<file path="config.mk">
export PLATFORM = sky130hd
export DESIGN_NAME = branch_predictor_1bit
export DESIGN_NICKNAME = d
export VERILOG_FILES = /design/src/rtl/branch_predictor_1bit.sv
export SDC_FILE = /design/constraint.sdc
export NUM_CORES = 1
export LEC_CHECK = 0
export BUFFER_PORTS_ARGS = -buffer_cell sky130_fd_sc_hd__buf_2
export CAP_MARGIN = 20
export CELL_PAD_IN_SITES_DETAIL_PLACEMENT = 0
export CELL_PAD_IN_SITES_GLOBAL_PLACEMENT = 2
export CORE_UTILIZATION = 51
export CTS_CLUSTER_SIZE = 14
export DETAILED_ROUTE_END_ITERATION = 10
export GPL_TIMING_DRIVEN = 0
export HOLD_SLACK_MARGIN = 0.03
export PLACE_DENSITY = 0.95
export SYNTH_ARGS = -nofsm -noshare
export SYNTH_HDL_FRONTEND = slang
export SYNTH_SLANG_ARGS = --single-unit
</file>
<file path="constraint.sdc">
create_clock -name CLOCK -period 18.7 [get_ports CLOCK]
set_input_delay 3.74 -clock CLOCK [delete_from_list [all_inputs] [get_ports CLOCK]]
set_output_delay 3.74 -clock CLOCK [all_outputs]
set_load 0.03 [all_outputs]
</file>
<file path="src/rtl/branch_predictor_1bit.sv">
// branch_predictor_1bit
//
// Fetch-side 1-bit direction predictor with a direct-mapped branch target
// buffer. Predictions ride a DEPTH-long delay line alongside the fetched PC
// and are checked against the resolved outcome when they reach execute.
// A mispredict produces a registered one-cycle MISS pulse plus the correct
// next PC, and flushes every wrong-path entry still in the delay line.
//
// Build option:
//   BP_BTB_TAG_EN  - when defined, each BTB entry stores a PC tag and a hit
//                    requires a tag match. When undefined, there is no tag
//                    storage and a valid entry hits for every PC that maps
//                    to its index (aliasing PCs share one entry).

module branch_predictor_1bit #(
  parameter int ENTRIES = 16,
  parameter int DEPTH   = 2,
  parameter int TAG_W   = 8
) (
  input  logic        CLOCK,
  input  logic        INIT,
  input  logic        STALL,
  input  logic [31:0] FETCH_PC,
  input  logic        FETCH_VALID,
  output logic        PREDICT_TAKEN,
  output logic [31:0] PREDICT_TARGET,
  input  logic        RESOLVE_VALID,
  input  logic        RESOLVE_TAKEN,
  input  logic [31:0] RESOLVE_TARGET,
  input  logic [31:0] RESOLVE_PC,
  output logic        MISS,
  output logic [31:0] REDIRECT_PC
);

  localparam int IDX_W = $clog2(ENTRIES);
  localparam int HEAD  = DEPTH - 1;

  // ---------------------------------------------------------------------
  // PC field helpers
  // ---------------------------------------------------------------------
  function automatic logic [IDX_W-1:0] pc_index(input logic [31:0] pc);
    return pc[IDX_W+1:2];
  endfunction

`ifdef BP_BTB_TAG_EN
  function automatic logic [TAG_W-1:0] pc_tag(input logic [31:0] pc);
    return pc[IDX_W+2+TAG_W-1:IDX_W+2];
  endfunction
`endif

  // ---------------------------------------------------------------------
  // BTB storage
  // ---------------------------------------------------------------------
  logic [ENTRIES-1:0] btb_valid_r;
  logic [ENTRIES-1:0] btb_dir_r;
  logic [31:0]        btb_target_r [ENTRIES];
`ifdef BP_BTB_TAG_EN
  logic [TAG_W-1:0]   btb_tag_r    [ENTRIES];
`endif

  // ---------------------------------------------------------------------
  // Delay line: slot 0 is the youngest fetch, slot HEAD sits at execute
  // ---------------------------------------------------------------------
  logic [DEPTH-1:0] dl_v_r;
  logic [DEPTH-1:0] dl_ptaken_r;
  logic [31:0]      dl_pc_r      [DEPTH];
  logic [31:0]      dl_ptarget_r [DEPTH];

  // ---------------------------------------------------------------------
  // Combinational nets
  // ---------------------------------------------------------------------
  logic [IDX_W-1:0] fetch_idx_s;
  logic             fetch_hit_s;
  logic             predict_taken_s;
  logic [31:0]      predict_target_s;

  logic [31:0]      head_pc_s;
  logic             head_ptaken_s;
  logic [31:0]      head_ptarget_s;
  logic             mismatch_s;
  logic             alias_miss_s;
  logic [31:0]      redirect_s;

  logic             btb_wr_en_s;
  logic [IDX_W-1:0] btb_wr_idx_s;
  logic             btb_inval_en_s;
  logic [IDX_W-1:0] btb_inval_idx_s;

  logic             miss_r;
  logic [31:0]      redirect_pc_r;

  assign head_pc_s      = dl_pc_r[HEAD];
  assign head_ptaken_s  = dl_ptaken_r[HEAD];
  assign head_ptarget_s = dl_ptarget_r[HEAD];

  // Lookup of the fetch PC against the BTB; sees pre-write contents this cycle
  always_comb begin
    fetch_idx_s      = pc_index(FETCH_PC);
    fetch_hit_s      = 1'b0;
    predict_taken_s  = 1'b0;
    predict_target_s = 32'd0;
`ifdef BP_BTB_TAG_EN
    fetch_hit_s = btb_valid_r[fetch_idx_s] &
                  (btb_tag_r[fetch_idx_s] == pc_tag(FETCH_PC));
`else
    fetch_hit_s = btb_valid_r[fetch_idx_s];
`endif
    if (fetch_hit_s && btb_dir_r[fetch_idx_s]) begin
      predict_taken_s  = 1'b1;
      predict_target_s = btb_target_r[fetch_idx_s];
    end else begin
      predict_taken_s  = 1'b0;
      predict_target_s = 32'd0;
    end
  end

  assign PREDICT_TAKEN  = predict_taken_s;
  assign PREDICT_TARGET = predict_target_s;

  // Compare the head-of-line prediction with the execute-stage outcome
  always_comb begin
    mismatch_s   = 1'b0;
    alias_miss_s = 1'b0;
    redirect_s   = head_pc_s + 32'd4;
    if (!STALL && dl_v_r[HEAD]) begin
      if (RESOLVE_VALID) begin
        mismatch_s = (head_ptaken_s != RESOLVE_TAKEN) |
                     (RESOLVE_TAKEN & (head_ptarget_s != RESOLVE_TARGET));
      end else begin
        // Predicted taken on something that is not a branch at all
        mismatch_s   = head_ptaken_s;
        alias_miss_s = head_ptaken_s;
      end
    end else begin
      mismatch_s   = 1'b0;
      alias_miss_s = 1'b0;
    end
    if (RESOLVE_VALID && RESOLVE_TAKEN) begin
      redirect_s = RESOLVE_TARGET;
    end else begin
      redirect_s = head_pc_s + 32'd4;
    end
  end

  // Decide which BTB entry (if any) is trained or invalidated this cycle
  always_comb begin
    btb_wr_en_s     = 1'b0;
    btb_wr_idx_s    = pc_index(RESOLVE_PC);
    btb_inval_en_s  = 1'b0;
    btb_inval_idx_s = pc_index(head_pc_s);
    if (!STALL && RESOLVE_VALID) begin
      btb_wr_en_s = 1'b1;
    end else if (!STALL && alias_miss_s) begin
      btb_inval_en_s = 1'b1;
    end else begin
      btb_wr_en_s    = 1'b0;
      btb_inval_en_s = 1'b0;
    end
  end

  // BTB valid and direction bits; INIT wipes every valid bit
  always_ff @(posedge CLOCK) begin
    if (INIT) begin
      btb_valid_r <= {ENTRIES{1'b0}};
    end else if (btb_wr_en_s) begin
      btb_valid_r[btb_wr_idx_s] <= 1'b1;
      btb_dir_r[btb_wr_idx_s]   <= RESOLVE_TAKEN;
    end else if (btb_inval_en_s) begin
      btb_valid_r[btb_inval_idx_s] <= 1'b0;
    end
  end

  // BTB payload: target only follows taken outcomes, tag follows every write
  always_ff @(posedge CLOCK) begin
    if (!INIT && btb_wr_en_s) begin
      if (RESOLVE_TAKEN) begin
        btb_target_r[btb_wr_idx_s] <= RESOLVE_TARGET;
      end
`ifdef BP_BTB_TAG_EN
      btb_tag_r[btb_wr_idx_s] <= pc_tag(RESOLVE_PC);
`endif
    end
  end

  // Delay-line valid bits: shift when running, wipe on mispredict or INIT
  always_ff @(posedge CLOCK) begin
    if (INIT) begin
      dl_v_r <= {DEPTH{1'b0}};
    end else if (!STALL) begin
      for (int i = HEAD; i > 32'sd0; i--) begin
        dl_v_r[i] <= dl_v_r[i - 32'sd1] & ~mismatch_s;
      end
      dl_v_r[0] <= FETCH_VALID & ~mismatch_s;
    end
  end

  // Delay-line payload moves in lockstep with the valid bits
  always_ff @(posedge CLOCK) begin
    if (!STALL) begin
      for (int i = HEAD; i > 32'sd0; i--) begin
        dl_pc_r[i]      <= dl_pc_r[i - 32'sd1];
        dl_ptaken_r[i]  <= dl_ptaken_r[i - 32'sd1];
        dl_ptarget_r[i] <= dl_ptarget_r[i - 32'sd1];
      end
      dl_pc_r[0]      <= FETCH_PC;
      dl_ptaken_r[0]  <= predict_taken_s;
      dl_ptarget_r[0] <= predict_target_s;
    end
  end

  // Registered mispredict pulse and redirect PC; a stall forces MISS low
  always_ff @(posedge CLOCK) begin
    if (INIT) begin
      miss_r        <= 1'b0;
      redirect_pc_r <= 32'd0;
    end else begin
      miss_r <= mismatch_s;
      if (mismatch_s) begin
        redirect_pc_r <= redirect_s;
      end
    end
  end

  assign MISS        = miss_r;
  assign REDIRECT_PC = redirect_pc_r;

endmodule

</file>
Word-level counts from Yosys, hierarchy flattened

Memory sizes are Yosys's and may differ from the RTL's.
Cells that the tools add are included.

Add/subtract/negate cells: 1
Mux-type cells: 25
$lt $le $gt $ge: 5
Bitwise logic cells: 9
Reduce and logical (&&, ||, !) cells: 12
Eq/ne operators: 2

Operators with widths:

| kind                    | number |
|---|---|
| $mux W32                | 2 |
| $add A32 B3 Y32 const B | 1 |
| $mux W16                | 2 |
| $ne A32 B32 Y1          | 1 |
| $and A16 B16 Y16        | 1 |
| $bwmux W16              | 1 |
| $mux W1                 | 16 |
| $not A16 Y16            | 1 |
| $or A16 B16 Y16         | 1 |
| $lt A4 B5 Y1 const B    | 3 |
| $bmux W1 S4             | 2 |
| $demux W1 S4            | 2 |
| $ge A4 B1 Y1 const B    | 2 |
| $logic_and A1 B1 Y1     | 8 |
| $and A1 B1 Y1           | 3 |
| $logic_not A1 Y1        | 2 |
| $not A1 Y1              | 2 |
| $reduce_and A2 Y1       | 1 |
| $reduce_bool A2 Y1      | 1 |
| $ne A1 B1 Y1            | 1 |
| $or A1 B1 Y1            | 1 |

Bits in registers: 69
Logic and storage cells: 63
Input port bits: 102
Memories kept: 3
Memory bits (writable): 640

Memories:

| name         | depth | bits a word | rd ports | clocked after Yosys merged registers in | wr ports | line | source |
|---|---|---|---|---|---|---|---|
| btb_target_r | 16    | 32          | 1        | 0                                       | 1        | 56   | `logic [31:0] btb_target_r [ENTRIES];` |
| dl_pc_r      | 2     | 32          | 2        | 0                                       | 2        | 66   | `logic [31:0] dl_pc_r [DEPTH];` |
| dl_ptarget_r | 2     | 32          | 2        | 0                                       | 2        | 67   | `logic [31:0] dl_ptarget_r [DEPTH];` |

Logic depth before layout (Yosys ltp)

Gate-level depths: netlist of the first run.

Word-level depth: 8
Mapped depth: 8
Mapped depth without buffers: 7

Least setup slack after synthesis of the first run

Ideal clock, no wire load.

Kind: input port to output port
Start point: in FETCH_PC[2]
End point: out PREDICT_TARGET[0]
Slack: 9.464 ns
Stages on the path: 5
Buffers on the path: 2
Data required time: 14.960 ns
Arrival: 5.496 ns
Cell sequence: clkbuf_1 -> buf_2 -> mux4_2 -> mux4_2 -> nor2b_1

Longest elaborated chain between the ends: 4
Elaborated cells between the ends (all ways): 7
Classes of those cells: mux (5); reduce/logical (1); memory (1)

RTL lines:

| element                        | line     | source |
|---|---|---|
| start, declared                | 23       | `input logic [31:0] FETCH_PC,` |
| $bmux W1 S4 (on tied branches) | 106, 108 |  |
| $mux W1 (on tied branches)     | 106, 108 |  |
| $logic_and A1 B1 Y1            | 108      | `if (fetch_hit_s && btb_dir_r[fetch_idx_s]) begin` |
| $mux W32 *                     | 108      |  |
| end, declared                  | 26       | `output logic [31:0] PREDICT_TARGET,` |

Every way passes the cells marked *; elsewhere a longest branch is shown, timed or not. The select of a mux whose other input is x is not followed.

Worst setup path in the final report of the first run

Start point: in FETCH_PC[4]
End point: out PREDICT_TARGET[7]

Same word-level chain as after synthesis.

==> impl_metrics.ini, run 1 <==
[clock_network]
cts_root_buf = clkbuf_16
cts_sinks = 709
cts_buffer_depth = 3
ctsResizeCount = 0
clk_pin_slew_ns = 0.06
cts_tree = yes
htree_levels = 3
clk_latency_ns = 0.59
cts_hold_buf = 0
post_cts_buffers = 0
cts_made_buffers = 71

[timing]
grt_setup_unrepaired = no
slew_headroom_pct = 34.9
min_period_ns = 10.34
maxSlewViolCount = 0
fmax_ghz = 0.0967
finalClockSkew_ns = 0.0187
post-route-period-util_pct = 55.3
setup-violations-final = 0
tightest_slew_ns = 0.977
fin_tns_setup_ns = 0
hold_viol = 0

[drt]
ant_nets = 0
firstDrtPassIters = 6
wirelength_mm = 67.2
wl_per_cell_um = 28.4
via_per_inst = 6.14
drt_iter0_markers = 1735
dr_total_vias = 14500
post-route-drc-count = 0

[power_and_ir_drop]
power_density_nw_per_um2 = 104
ir_drop_uv = 72.0
p_leak_uw = 0.0104
total_power_uw = 3320

[worst_setup_path]
worstSetupPathType = primary input to primary output
cp_cell_sequence = buf_2 -> clkbuf_1 -> clkbuf_1 -> mux4_2 -> mux4_2 -> nor2b_1 -> buf_2
cp-end-kind = primary output
worst-path-max-fanout = 10
critPathLaunchType = primary input
cpPeakStageDelay_ns = 0.79
cp.required_ns = 14.96
reg2reg_from = dl_ptarget_r[0][48]
crit_start = FETCH_PC[4]
ff2ff_setup_slack_ns = 15.98
arrival_ns = 6.60
crit_slowest_cell = clkbuf_1

[hold_path]
hold_path.startpoint = dl_pc_r[0][23]
min_path_type = flip-flop to flip-flop

[placed_design]
dpl_cell_area_um2 = 29600
port_buffers = 138
gp_congestion = 0.829
hpwlAfterDp_mm = 43.2

[synth]
ys.flop_type = edfxtp_1
synth_top_area_cell = edfxtp_1
avgSynthCellArea_um2 = 19.8
synth_nets = 1499
yosys_register_bits = 709
yosysTopAreaCellShare_pct = 71.7
synth_warnings = 0
synth-edff-count = 658
synth.area.top_cells = edfxtp_1 72%, mux4_2 13%, dfxtp_1 3.7%, nor2b_1 0.93%, nor2_1 0.86%
synth_cell_type_count = 53
netlist_area_um2 = 27600
synthCells = 1393
ys_seq_area_share_pct = 75.4
async_reset_ff_share_pct = 0

[global_routing]
antenna_found_initial = 1
grt_pass1_wl_mm = 97.1
grt_pass1_vias = 14600
grtUsageTotal_pct = 25.0
use_met3_pct = 5.44
grt_max_degree = 85
use_met2_pct = 40.0
use_met1_pct = 34.2
busiest_layer = met2
grt_overflow_total = 0

[finish]
multiInputGateArea_um2 = 6490
fin_nets = 1727
utilization_pct = 60.2
fillers = 3725
syn2layout_area_growth_pct = 15.7
drive_gt1_share_pct = 29.1
design_area_um2 = 31900
final_common_cell = edfxtp_1
ff_latch_area_um2 = 20800
final_cell_mix = 658 x edfxtp_1, 162 x buf_2, 162 x mux4_2

[die]
rows = 84
fp.dieArea_um2 = 55000
core_um2 = 53000
start_util_pct = 52.0
dieHeight_um = 234
pin_count = 168
die_x_um = 234

[status]
outcome = completed

[flow_run]
max_cap_viol_count = 0
-- critical path: cells and delay by family --
| family | cells | cell delay, ns |
|---|---|---|
| buffers and inverters | 4 | 1.74 |
| muxes | 2 | 0.90 |
| and+or+nand+nor | 1 | 0.20 |
-- cell families (layout without fill, tap and decap cells) --
group / count (synthesis) / in the layout / share of synthesized area [%]
other cells: 0 / 1 / 0
fa+ha+maj: 4 / 4 / 0.182
buf+inv: 89 / 374 / 1.49
compound gates: 134 / 134 / 3.24
xor+xnor: 49 / 49 / 1.56
mux: 169 / 169 / 13.5
flops: 709 / 709 / 75.4
simple gates: 239 / 239 / 4.62
-- stage by stage --
stage | cells | setup WS [ns] | hold slack, ns
floorplan | 1393 | 9.46 | 0.400
global placement | 2219 | 6.23 | 0.401
detailed placement | 2236 | 8.41 | 0.405
CTS | 2366 | 8.42 | 0.419
global route | 2367 | 8.30 | 0.423
finish | 2367 | 8.36 | 0.418
-- state kept, by name (all words and copies together), names as in the netlist --
register / count
dl_ptarget_r: 64
dl_v_r: 2
MISS: 1
dl_pc_r: 64
btb_valid_r: 16
dl_ptaken_r: 2
btb_dir_r: 16
REDIRECT_PC: 32
btb_target_r: 512
-- Yosys cell counts, types with 9 or more instances --
master and instances:
a21oi_1 38, nor2_1 63, a311oi_1 19, o21ai_0 26, clkbuf_1 34, dfxtp_1 51, nand2_1 40, mux4_2 162
inv_1 13, buf_2 24, nor3_1 13, o21ai_1 12, o211ai_1 9, edfxtp_1 658, xor2_1 23, xnor2_1 26
nand3_1 28, nor2b_1 41, nand4_1 12
-- area by class of cell --
class                      instances  share of cell area [%]
antenna                            1                 0.00785
buffer                            76                    1.13
clock buffer                      90                    5.96
clock inverter                    40                    1.13
inverter                          13                   0.169
multi-input combinational        595                    20.4
sequential                       709                    65.2
tap                              688                    2.70
timing repair buffer             155                    3.35
-- final timing paths --
path                       endpoint  cells past startpoint
setup reg to reg    REDIRECT_PC[19]                      8
hold / removal       dl_pc_r[0][55]                      0
setup / recovery  PREDICT_TARGET[7]                      7
hold reg to reg      dl_pc_r[0][55]                      0
-- metal layers --
metal	up-vias	wire length (µm)
li1	6147	-
met1	7448	25600
met2	817	32900
met3	119	6760
met4	0	1970
met5	-	0
-- power by group --
part | internal [µW] | switching [µW] | total (µW) | leakage (µW)
Sequential | 1760 | 11.1 | 1770 | 0.00646
Clock | 806 | 591 | 1400 | 0.00111
Combinational | 60.7 | 96.7 | 157 | 0.00281
Total | 2620 | 699 | 3320 | 0.0104
Note: power is estimated with default switching activity, not from simulation.
==> run 2, diff against run 1 <==
--- a/config.mk
+++ b/config.mk
@@ -9,12 +9,12 @@
 export CAP_MARGIN = 20
 export CELL_PAD_IN_SITES_DETAIL_PLACEMENT = 0
 export CELL_PAD_IN_SITES_GLOBAL_PLACEMENT = 2
-export CORE_UTILIZATION = 51
+export CORE_UTILIZATION = 47
 export CTS_CLUSTER_SIZE = 14
 export DETAILED_ROUTE_END_ITERATION = 10
 export GPL_TIMING_DRIVEN = 0
 export HOLD_SLACK_MARGIN = 0.03
-export PLACE_DENSITY = 0.95
+export PLACE_DENSITY = 0.89
 export SYNTH_ARGS = -nofsm -noshare
 export SYNTH_HDL_FRONTEND = slang
 export SYNTH_SLANG_ARGS = --single-unit
==> constraint.sdc (replaced) <==
create_clock -name CLOCK -period 10.4 [get_ports CLOCK]
set_input_delay 2.08 -clock CLOCK [delete_from_list [all_inputs] [get_ports CLOCK]]
set_output_delay 2.08 -clock CLOCK [all_outputs]
set_load 0.03 [all_outputs]
==> run 2 against run 1 <==
Compared with the run above: sequential power is 80% higher; routed wire length is 0.96% lower; critical path depth stayed put; final cell count is 3.0% higher; worst hold slack worse by 0.011 ns; register-to-register slack worse by 8.3 ns; power is 81% higher; clock skew is 0.0082 ns higher; count of clock-buffer cells in the layout is 1 higher; clock power is 81% higher.
==> impl_metrics.ini, run 2 (same netlist as run 1, synthesis figures left out) <==
[global_routing]
grt_overflow_total = 0
grt_pass1_vias = 14800
grt_pass1_wl_mm = 97.6
grt_max_degree = 89
grtUsageTotal_pct = 22.8
antenna_found_initial = 3

[drt]
drt_iter0_markers = 1609
wirelength_mm = 66.6
firstDrtPassIters = 5
dr_total_vias = 14300
ant_nets = 0
via_per_inst = 5.85
wl_per_cell_um = 27.3
post-route-drc-count = 0

[flow_run]
max_cap_viol_count = 0

[timing]
setup_ws_ns = 3.47
hold_viol = 0
maxSlewViolCount = 0
setup-violations-final = 0
slew_headroom_pct = 33.9
whs_ns = 0.408
fmax_ghz = 0.144
tightest_slew_ns = 0.991
grt_setup_unrepaired = no
finalClockSkew_ns = 0.0269
min_period_ns = 6.93
post-route-period-util_pct = 66.6

[worst_setup_path]
critPathLaunchType = primary input
cpPeakStageDelay_ns = 0.75
crit_start = FETCH_PC[4]
worst-path-max-fanout = 10
r2r-end = REDIRECT_PC[24]
ff2ff_setup_slack_ns = 7.64
cp_cell_sequence = buf_2 -> clkbuf_1 -> clkbuf_1 -> mux4_2 -> mux4_2 -> nor2b_1 -> buf_2
r2r_cells = 7
cp.required_ns = 8.32
reg2reg_from = dl_ptarget_r[0][37]
cp-end-kind = primary output
crit_slowest_cell = clkbuf_1
worstSetupPathType = primary input to primary output
arrival_ns = 4.85

[clock_network]
cts_tree = yes
cts_sinks = 709
cts_hold_buf = 0
htree_levels = 3
post_cts_buffers = 0
cts_root_buf = clkbuf_16
cts_buffer_depth = 3
cts_made_buffers = 71
clk_latency_ns = 0.61
clk_pin_slew_ns = 0.06
ctsResizeCount = 0

[finish]
regMostFlops = btb_target_r
drive_gt1_share_pct = 28.9
fin_nets = 1727
final_common_cell = edfxtp_1
final_cells = 2439
design_area_um2 = 32000
fillers = 4394
syn2layout_area_growth_pct = 16.0
largestRegisters = btb_target_r (512), dl_pc_r (64), dl_ptarget_r (64)
largest_register_ffs = 512
utilization_pct = 55.3
final_cell_mix = 658 x edfxtp_1, 162 x buf_2, 162 x mux4_2

[placed_design]
port_buffers = 138
dp_slack_ns = 3.51
dp_cells = 2313
hpwlAfterDp_mm = 43.9
gp_congestion = 0.825
dpl_cell_area_um2 = 29700

[hold_path]
whs_path_depth = 0
hold_path.startpoint = dl_ptarget_r[0][23]
hold_end = dl_ptarget_r[0][55]
min_path_type = flip-flop to flip-flop

[die]
fp.dieArea_um2 = 59600
die_x_um = 244
dieHeight_um = 244
start_util_pct = 47.7
rows = 88
pin_count = 168
core_um2 = 57800

[power_and_ir_drop]
power_density_nw_per_um2 = 188
ir_drop_uv = 187
p_leak_uw = 0.0104

[status]
outcome = completed
## run 2: area by class of cell
class	instances	area (µm²)	share of cell area, %
flip-flops and latches	709	20800	65.0
inverters	13	53.8	0.168
clock inverters	34	359	1.12
multi-input cells	595	6490	20.3
diodes	1	2.50	0.00783
clock buffers	91	1940	6.05
well taps	765	957	2.99
repair buffers	155	1040	3.25
plain buffers	76	362	1.13
## run 2: stage by stage
step,total power (µW),setup TNS (ns)
5_1_grt,6160,0
3_5_place_dp,3520,0
6_report,6000,0
4_1_cts,6030,0
2_1_floorplan,3400,0
3_3_place_gp,3510,-214.26
## run 2: how the worst max path moves through the flow
stage	end	slack (ns)
2_1_floorplan	btb_target_r[10][0]	2.99
3_3_place_gp	btb_target_r[10][20]	-0.55
3_5_place_dp	PREDICT_TARGET[28]	3.51
4_1_cts	PREDICT_TARGET[28]	3.49
5_1_grt	PREDICT_TAKEN	3.35
6_report	PREDICT_TARGET[10]	3.47
## run 2: power breakdown
group | internal, µW | switching [µW] | total, µW | leakage [µW]
Clock | 1490 | 1050 | 2540 | 0.00112
Combinational | 109 | 172 | 281 | 0.00280
Sequential | 3160 | 19.5 | 3180 | 0.00646
Total | 4760 | 1240 | 6000 | 0.0104
## run 2: critical path, delay by kind of cell
kind | cells | cell delay, ns
simple gates | 1 | 0.20
mux | 2 | 0.94
buf+inv | 4 | 1.62
## run 2: per-layer routing
layer  GRT usage, %  up-vias  share of wire [%]
met4           7.24        2                2.2
met3           4.95       84                9.2
li1               -     6150                  -
met1           31.1     7340                 40
met5              0        -              0.020
met2           37.0      697                 49
==> run 3, diff against run 2 <==
--- a/config.mk
+++ b/config.mk
@@ -5,16 +5,17 @@
 export SDC_FILE = /design/constraint.sdc
 export NUM_CORES = 1
 export LEC_CHECK = 0
+export ABC_AREA = 1
 export BUFFER_PORTS_ARGS = -buffer_cell sky130_fd_sc_hd__buf_2
 export CAP_MARGIN = 20
 export CELL_PAD_IN_SITES_DETAIL_PLACEMENT = 0
 export CELL_PAD_IN_SITES_GLOBAL_PLACEMENT = 2
-export CORE_UTILIZATION = 47
+export CORE_UTILIZATION = 37
 export CTS_CLUSTER_SIZE = 14
 export DETAILED_ROUTE_END_ITERATION = 10
 export GPL_TIMING_DRIVEN = 0
 export HOLD_SLACK_MARGIN = 0.03
-export PLACE_DENSITY = 0.89
+export PLACE_DENSITY = 0.85
 export SYNTH_ARGS = -nofsm -noshare
 export SYNTH_HDL_FRONTEND = slang
 export SYNTH_SLANG_ARGS = --single-unit
==> constraint.sdc (replaced) <==
create_clock -name CLOCK -period 6.14 [get_ports CLOCK]
set_input_delay 1.228 -clock CLOCK [delete_from_list [all_inputs] [get_ports CLOCK]]
set_output_delay 1.228 -clock CLOCK [all_outputs]
set_load 0.03 [all_outputs]
==> run 3 against run 2 <==
Compared with the run above: via count grew 44%; core utilization fell by 11 points; critical path depth up 2; sequential share of layout area decreased by 4.0 points; routed wire length grew 39%; critical path type unchanged.
==> impl_metrics.ini, run 3 <==
[status]
outcome = completed

[finish]
drive_gt1_share_pct = 13.5
utilization_pct = 44.6
final_common_cell = nand2_1
design_area_um2 = 34100
largest_register_ffs = 512
syn2layout_area_growth_pct = 18.4
final_cell_mix = 775 x nand2_1, 658 x edfxtp_1, 268 x nand3_1
regMostFlops = btb_target_r
largestRegisters = btb_target_r (512), dl_pc_r (64), dl_ptarget_r (64)
fin_nets = 2869

[drt]
wl_per_cell_um = 24.0
firstDrtPassIters = 5
post-route-drc-count = 0
dr_total_vias = 20500
via_per_inst = 5.32
ant_nets = 0
wirelength_mm = 92.4
drt_iter0_markers = 2376

[synth]
synth.area.top_cells = edfxtp_1 69%, nand2_1 10%, nand3_1 4.7%, dfxtp_1 3.5%, nor2_1 2.3%
synthXorXnorAreaFrac_pct = 0.669
synth_warnings = 0
synth-compound-area-share_pct = 5.66
synthAdderAreaFrac_pct = 0.174
ys.flop_type = edfxtp_1
synth_top_area_cell = edfxtp_1
synth_top_family_by_area = simple AND/OR/NAND/NOR gates
yosys.area_share.simple_pct = 17.9
avgSynthCellArea_um2 = 11.5
synthMostInstantiatedCell = nand2_1
netlist_area_um2 = 28800
synthTopCellsByCount = 775 x nand2_1, 658 x edfxtp_1, 268 x nand3_1
ys_seq_area_share_pct = 72.2
synth_cell_type_count = 31
synth_nets = 2612
muxShareOfSynthArea_pct = 0.0348
synthCells = 2506
yosys_register_bits = 709
async_reset_ff_share_pct = 0
synth-edff-count = 658
yosysTopAreaCellShare_pct = 68.7

[clock_network]
post_cts_buffers = 0
cts_buffer_depth = 3
clk_latency_ns = 0.65
cts_made_buffers = 77
cts_root_buf = clkbuf_16
htree_levels = 3
ctsResizeCount = 0
cts_hold_buf = 0
cts_sinks = 709
clk_pin_slew_ns = 0.06
cts_tree = yes

[placed_design]
dp_slack_ns = 0.707
dpl_cell_area_um2 = 31500
gp_congestion = 0.870
hpwlAfterDp_mm = 66.0
port_buffers = 139

[worst_setup_path]
cp.required_ns = 4.91
critPathLaunchType = primary input
cp-end-kind = primary output
arrival_ns = 4.28
worst-path-max-fanout = 10
worstSetupPathType = primary input to primary output

[timing]
whs_ns = 0.398
grt_setup_unrepaired = no
min_period_ns = 5.50
hold_viol = 0
tightest_slew_ns = 1.05
maxSlewViolCount = 0
finalClockSkew_ns = 0.0444
fmax_ghz = 0.182
setup-violations-final = 0
slew_headroom_pct = 29.7
setup_ws_ns = 0.636
post-route-period-util_pct = 89.6

[die]
start_util_pct = 37.6
pin_count = 168
core_um2 = 76500
die_x_um = 281
fp.dieArea_um2 = 78900
dieHeight_um = 281
rows = 101

[global_routing]
grtUsageTotal_pct = 23.5
grt_pass1_vias = 20000
grt_overflow_total = 0
busiest_layer = met2
antenna_found_initial = 9
use_met2_pct = 36.4
grt_pass1_wl_mm = 133
use_met1_pct = 32.1
use_met3_pct = 5.30
grt_max_degree = 48

[power_and_ir_drop]
p_leak_uw = 0.0125
power_density_nw_per_um2 = 322
total_power_uw = 11000
ir_drop_uv = 218

[flow_run]
max_cap_viol_count = 0

[hold_path]
min_path_type = flip-flop to flip-flop
[run 3: cell count changes after synthesis, moves of 25 or more]
cell and delta:
nand2_1 +735, nand3_1 +240, mux4_2 -162, nor2_1 +117, a21oi_1 +85, inv_1 +80, nor2b_1 -41, o21ai_0 +40
buf_2 +35, a31oi_1 +31, a32o_1 +25
[run 3: final cells by class]
cell class	count	area [µm²]
clock inverters	46	587
clock buffers	95	2030
well taps	1030	1290
inverters	98	372
plain buffers	133	588
repair buffers	178	1280
flip-flops and latches	709	20800
diodes	1	2.50
multi-input cells	1566	7150
fillers	6990	42400
[run 3: path summary, 6_finish.rpt]
kind / cells after the start / end / from / slack (ns)
setup reg to reg: 9 / dl_ptarget_r[0][17] / btb_dir_r[13] / 3.32
hold reg to reg: 0 / dl_ptarget_r[0][32] / dl_ptarget_r[0][0] / 0.40
setup / recovery: 9 / PREDICT_TARGET[16] / FETCH_PC[2] / 0.64
hold / removal: 0 / dl_ptarget_r[0][32] / dl_ptarget_r[0][0] / 0.40
[run 3: logic make-up (layout without fill, tap and decap cells)]
family          Yosys count  in the layout
mux                       1              1
buf+inv                 231            550
compound gates          274            274
xor+xnor                 22             22
fa+ha+maj                 4              4
simple gates           1265           1265
other cells               0              1
flops                   709            709
[run 3: per-stage QoR]
stage | instances | setup TNS [ns]
floorplan | 2506 | 0
global placement | 3675 | -1315.87
detailed placement | 3714 | 0
CTS | 3855 | 0
global route | 3855 | 0
finish | 3856 | 0
[run 3: report_power, final]
group	switching (µW)	leakage (µW)	internal, µW
Combinational	604	0.00476	186
Clock	1970	0.00127	2800
Sequential	41.8	0.00646	5370
[run 3: layer usage]
layer  wire, µm  up-vias
met5         11        -
met1      38200    10100
met2      42100      942
met4       3020        2
met3       9030      165
li1           -     9301
[run 3: critical path, stage by stage]
cell and delay [ns]:
buf_2 0.12, buf_2 0.33, buf_2 0.46, buf_2 0.41, nand2_1 0.10, a221oi_1 0.36
o21ai_0 0.17, a21oi_1 0.74, buf_2 0.34
